--- config.mk ---
export PLATFORM = sky130hd
export DESIGN_NAME = weighted_scatter_flat
export DESIGN_NICKNAME = d
export VERILOG_FILES = /design/src/rtl/nn_pkg.sv /design/src/rtl/weighted_scatter_if.sv /design/src/rtl/trunc_mul.sv /design/src/rtl/weighted_scatter.sv /design/src/flat_wrapper.sv
export SDC_FILE = /design/constraint.sdc
export NUM_CORES = 1
export LEC_CHECK = 0
export CORE_MARGIN = 2
export CORE_UTILIZATION = 45
export CTS_BUF_LIST = sky130_fd_sc_hd__clkbuf_8
export DETAILED_ROUTE_END_ITERATION = 16
export PLACE_DENSITY = 0.73
export SLEW_MARGIN = 20
export SYNTH_ARGS = -nofsm -noshare
export SYNTH_HDL_FRONTEND = slang
export SYNTH_SLANG_ARGS = --single-unit
--- constraint.sdc ---
create_clock -name clk -period 7.8 [get_ports clk]
set_input_delay 1.95 -clock clk [delete_from_list [all_inputs] [get_ports clk]]
set_output_delay 1.95 -clock clk [all_outputs]
set_load 0.05 [all_outputs]
--- src/rtl/nn_pkg.sv ---
// Shared neural-network layer definitions: default datapath sizes, the
// scatter FSM state type, and the element-index width helper.
package nn_pkg;

    localparam int NN_WIDTH      = 16;
    localparam int NN_INPUT_SIZE = 10;

    typedef enum logic {
        IDLE,
        STREAM
    } scatter_state_t;

    // An index must always be at least one bit wide, even for a single element.
    function automatic int idx_width(input int n);
        return (n > 1) ? $clog2(n) : 1;
    endfunction

endpackage

--- src/rtl/weighted_scatter_if.sv ---
// Handshake bundle for weighted_scatter: vector input side and element output side.
interface weighted_scatter_if
    import nn_pkg::*;
#(
    parameter int WIDTH      = NN_WIDTH,
    parameter int INPUT_SIZE = NN_INPUT_SIZE,
    parameter int IDX_W      = idx_width(INPUT_SIZE)
);

    logic             in_valid;
    logic             in_ready;
    logic [WIDTH-1:0] delta;
    logic [WIDTH-1:0] weights [INPUT_SIZE];
    logic             out_valid;
    logic             out_ready;
    logic [WIDTH-1:0] out_data;
    logic [IDX_W-1:0] out_idx;
    logic             out_last;
    logic             busy;

    modport slave (
        input  in_valid, delta, weights, out_ready,
        output in_ready, out_valid, out_data, out_idx, out_last, busy
    );

    modport master (
        output in_valid, delta, weights, out_ready,
        input  in_ready, out_valid, out_data, out_idx, out_last, busy
    );

endinterface

--- src/rtl/trunc_mul.sv ---
// Unsigned WIDTH x WIDTH multiply keeping only the low WIDTH bits (modulo 2^WIDTH).
module trunc_mul #(
    parameter int WIDTH = 16
) (
    input  logic [WIDTH-1:0] a,
    input  logic [WIDTH-1:0] b,
    output logic [WIDTH-1:0] p
);

    // A WIDTH-bit context yields exactly the low half of the full product.
    assign p = a * b;

endmodule

--- src/rtl/weighted_scatter.sv ---
// Backward-path scatter: latches one delta plus a weight vector and streams
// delta * weights[i] (mod 2^WIDTH), one element per output handshake.
module weighted_scatter
    import nn_pkg::*;
#(
    parameter int INPUT_SIZE = NN_INPUT_SIZE,
    parameter int WIDTH      = NN_WIDTH,
    parameter int IDX_W      = idx_width(INPUT_SIZE)
) (
    input  logic              clk,
    input  logic              rst_n,
    weighted_scatter_if.slave bus
);

    localparam logic [IDX_W-1:0] LAST_IDX = IDX_W'(INPUT_SIZE - 1);

    scatter_state_t   state;
    logic [IDX_W-1:0] idx;
    logic             last;
    logic [WIDTH-1:0] delta_r;
    logic [WIDTH-1:0] w_r [INPUT_SIZE];

    always_ff @(posedge clk or negedge rst_n) begin
        if (!rst_n) begin
            state   <= IDLE;
            idx     <= '0;
            last    <= 1'b0;
            delta_r <= '0;
            for (int i = 0; i < INPUT_SIZE; i++) begin
                w_r[i] <= '0;
            end
        end else begin
            case (state)
                IDLE: begin
                    if (bus.in_valid) begin
                        delta_r <= bus.delta;
                        w_r     <= bus.weights;
                        idx     <= '0;
                        last    <= (INPUT_SIZE == 1);
                        state   <= STREAM;
                    end
                end
                STREAM: begin
                    // The held vector is only replaced from IDLE, so inputs here are ignored.
                    if (bus.out_ready) begin
                        if (last) begin
                            idx   <= '0;
                            last  <= 1'b0;
                            state <= IDLE;
                        end else begin
                            idx  <= idx + IDX_W'(1);
                            last <= ((idx + IDX_W'(1)) == LAST_IDX);
                        end
                    end
                end
                default: state <= IDLE;
            endcase
        end
    end

    // Handshake outputs come straight from registered state, never from out_ready/in_valid.
    assign bus.in_ready  = (state == IDLE);
    assign bus.out_valid = (state == STREAM);
    assign bus.busy      = (state == STREAM);
    assign bus.out_idx   = idx;
    assign bus.out_last  = last;

    trunc_mul #(
        .WIDTH(WIDTH)
    ) u_mul (
        .a(delta_r),
        .b(w_r[idx]),
        .p(bus.out_data)
    );

endmodule

--- src/flat_wrapper.sv ---
// flat-port wrapper written by rule: the top's interface ports become plain ports
module weighted_scatter_flat import nn_pkg::*;
#(
    parameter int INPUT_SIZE = NN_INPUT_SIZE,
    parameter int WIDTH      = NN_WIDTH,
    parameter int IDX_W      = idx_width(INPUT_SIZE)
)
  (clk, rst_n, bus_in_valid, bus_delta, bus_weights, bus_out_ready, bus_in_ready, bus_out_valid, bus_out_data, bus_out_idx, bus_out_last, bus_busy);
  weighted_scatter_if #(.WIDTH(WIDTH), .INPUT_SIZE(INPUT_SIZE), .IDX_W(IDX_W)) bus_i ();
  input  logic clk;
  input  logic rst_n;
  input wire logic [$bits(bus_i.in_valid)-1:0] bus_in_valid;
  input wire logic [$bits(bus_i.delta)-1:0] bus_delta;
  input wire logic [$bits(bus_i.weights)-1:0] bus_weights;
  input wire logic [$bits(bus_i.out_ready)-1:0] bus_out_ready;
  output wire logic [$bits(bus_i.in_ready)-1:0] bus_in_ready;
  output wire logic [$bits(bus_i.out_valid)-1:0] bus_out_valid;
  output wire logic [$bits(bus_i.out_data)-1:0] bus_out_data;
  output wire logic [$bits(bus_i.out_idx)-1:0] bus_out_idx;
  output wire logic [$bits(bus_i.out_last)-1:0] bus_out_last;
  output wire logic [$bits(bus_i.busy)-1:0] bus_busy;
  assign bus_i.in_valid = bus_in_valid;
  assign bus_i.delta = bus_delta;
  assign bus_i.weights = {>>{bus_weights}};
  assign bus_i.out_ready = bus_out_ready;
  assign bus_in_ready = bus_i.in_ready;
  assign bus_out_valid = bus_i.out_valid;
  assign bus_out_data = bus_i.out_data;
  assign bus_out_idx = bus_i.out_idx;
  assign bus_out_last = bus_i.out_last;
  assign bus_busy = bus_i.busy;
  weighted_scatter #(.INPUT_SIZE(INPUT_SIZE), .WIDTH(WIDTH), .IDX_W(IDX_W)) u_core (.clk(clk), .rst_n(rst_n), .bus(bus_i));
endmodule
==> impl_results.md <==
* Relative area change from synthesis to final layout at 31.5%
* Share of the core filled with cells in the final layout at between 50% and 60%
* Portion of the clock cycle consumed by the worst path in the final layout at 112%
* RSZ-0062 raised after global routing: true
* Worst r2r path cells at 4
* Layout cell share with drive strength beyond 1 at approximately a third
* Summed area of non-filler cells in the final layout at ~0.016 sq mm
* Total iterations of the first detailed-routing run at 5
* Post-detailed-placement cell area at 0.0152 sq mm
* Number of instances in the synthesized netlist at between 900 and 1,000
* GP Congestion at between 0.8 and 0.9
* First-pass GRT wire length at 47,000 um
* Vias per cell at between 5 and 6
* Clock slew seen by the registers of the worst setup and hold paths at about 100 ps
* Net count, final at around 1,500
* Initial cell density of the core at a little under half
* Class of the most critical hold timing path: reg2reg
* Overall overflow remaining after global route at 0
* Via count of the first global-routing pass at 8,728
* Number of design-rule violations left by the first detailed-router iteration at ~530
* Kind of capture point of the worst setup path: output port
* Initial antenna violation count at 4
* Violations in the final reports: negative setup slack
* Largest fanout on the critical path at 10
* Insertion delay to the later sink of the worst-skew pair at about 500 ps
* Upper clock frequency limit at about 110 MHz
* Endpoint of the lowest-slack register-to-register path: u_core.w_r[131]
* Data arrival time of the worst path at 6790 ps
* Endpoints failing hold at 0
* Remaining number of nets flagged by the antenna check after routing at 0
* Routed WL per cell at 18.7 um
* Setup violation total in the final timing report at 8
* CTS tree: done
* Num Clock Sinks at 182
* Cell chosen for the clock root: clkbuf_8
* Share of the yosys chip area belonging to registers at between 30% and 40%
* Drc violations at 0
* Slew margin rel. at 36.1%
* Critical path launch point type: flip-flop
* Clock buffer count from CTS at 17
* DIE HEIGHT at ~170 um
* Number of distinct library cells after synthesis at slightly below 50
* Setup clock skew after layout at ~18 ps
* Die W at 168 um
* Total Wirelength at 29,600 um
* Mean instance size in the synthesized netlist at 12.4 sq um
* Half-perimeter wire length after placement at 23,200 um
* Required time at the endpoint of the critical path at 5850 ps
* Top-level port count at 204
* GRT Resource Usage Total at a little over a fifth
* Critical Path Sink: bus_out_data[15]
* Total nets after synthesis at roughly 1,300
* Number of buffers added to fix hold violations after cts at 0
* Worst reg2reg path startpoint: u_core.bus.busy
* Crit path kind: reg2out
* Vias after detailed routing at 8,232
* Post-synth design cell area at approximately 0.012 sq mm
* Worst-Margin Slew at ~960 ps
* Start point of the critical path: u_core.bus.out_idx[0]
* Largest net degree at the start of global routing at roughly 110
* FF+latch count, synth at roughly 180
* Outcome: finished, violations left
* Final-report max-slew violation count at 0
* Flop2flop setup slack at 5360 ps
* Minimum setup slack in the final design at -938 ps
* Maximum root-to-sink buffer count at 2
* Max capacitance violation total at 0
* Total die area at around 0.028 sq mm
* Final worst path period need at 8740 ps
* Placeable core region at 0.0267 sq mm
* H-tree depth at 4
* Number of synthesis warnings at 0
* Buffers added on ports at around 200
* Placement Rows at 60
[stage by stage]
step	worst slack, ps	cells	TNS [ps]	hold slack (ps)
detailed placement	-453	1545	-1390	492
CTS	-902	1579	-4190	517
global placement	-360	1544	-830	485
floorplan	-604	974	-2620	472
finish	-938	1586	-4370	509
global route	-1190	1584	-6230	527
[Yosys cell counts (all sizes together)]
master	number	area, sq um
nor2	6	30.0
xnor3	1	22.5
nor4bb	1	10.0
nand2	64	245
xor2	7	61.3
a32o	1	10.0
nand3b	2	15.0
and3	1	6.26
a2111oi	1	8.76
nand2b	6	37.5
dfrtp	182	4550
ha	51	638
mux2i	24	240
nand3	9	45.0
and2	52	325
o21bai	4	30.0
o31ai	1	7.51
a31oi	3	40.0
mux4	31	721
nor2b	23	144
o22ai	7	56.3
nor3	1	5.00
a31o	2	17.5
a21oi	10	50.1
clkbuf	34	131
inv	118	443
o21ai	14	73.8
buf	17	155
a221oi	2	17.5
fa	80	1600
mux2	185	2080
xnor2	32	280
a21o	2	15.0
[cell families after synthesis]
kind of cell	Yosys count	synth area share (%)
compound gates	47	2.69
flops	182	37.6
simple gates	165	7.12
buf+inv	169	6.02
mux	240	25.1
fa+ha+maj	131	18.5
xor+xnor	40	3.00
[sequential cells by signal, indices dropped and copies added (netlist names)]
register and count:
u_core.w_r 160, u_core.delta_r 16, u_core.bus.out_idx 4, u_core.bus.busy 1
u_core.bus.out_last 1
[layout by cell type (no fill, tap or decap), types with 9 or more instances in the layout]
cell / instances
and2_1: 47
buf_12: 15
buf_4: 75
clkbuf_8: 18
clkdlybuf4s50_1: 190
dfrtp_1: 179
fa_1: 75
ha_1: 41
inv_1: 111
mux2_2: 181
mux2i_1: 20
mux4_2: 29
nand2_1: 62
nand3_1: 9
nor2b_1: 22
xnor2_1: 24
[critical path: stages (launching register included)]
cell,delay (ps)
dfrtp_4,450
buf_12,150
mux4_2,540
mux2i_2,220
o22ai_4,130
buf_4,170
and2_4,150
fa_1,530
inv_1,50
fa_1,460
fa_1,490
inv_1,50
fa_1,440
fa_1,480
inv_1,50
fa_1,490
inv_2,50
ha_4,240
and3_4,170
a221oi_2,300
o21ai_2,110
xnor2_2,270
xnor2_4,160
buf_12,150
[final cells by class]
class	count	area, sq um
clock inverter	15	179
sequential	182	4560
timing repair buffer	288	2880
multi-input combinational	623	7210
clock buffer	17	234
tap	341	427
antenna	2	5.00
fill	2142	10800
inverter	118	443
[repair_timing]
action | 4_1_cts | 5_1_grt
resized for setup | 26 | 36
endpoints found under the setup margin | 8 | 10
endpoints found under the hold margin | 0 | 0
buffers inserted | 2 | 4
pin swaps | 3 | 12
cloned | 0 | 1
[worst min path at each step]
stage / depth (start not counted) / slack, ps / start / to
floorplan: 1 / 470 / u_core.w_r[64] / u_core.w_r[64]
global placement: 1 / 480 / u_core.w_r[79] / u_core.w_r[79]
detailed placement: 1 / 490 / u_core.w_r[95] / u_core.w_r[95]
CTS: 1 / 520 / u_core.w_r[58] / u_core.w_r[58]
global route: 1 / 530 / u_core.w_r[95] / u_core.w_r[95]
finish: 1 / 510 / u_core.w_r[58] / u_core.w_r[58]
[routing by layer]
layer / part of all wire (%) / global-route usage (%)
met5: 0.11 / 0
met2: 49 / 37.2
met4: 2.0 / 5.73
met3: 7.2 / 5.57
met1: 42 / 27.5
Power is left out: the tool's default activity adds up to more than one toggle a clock period on the data nets, which glitch-free logic cannot reach.
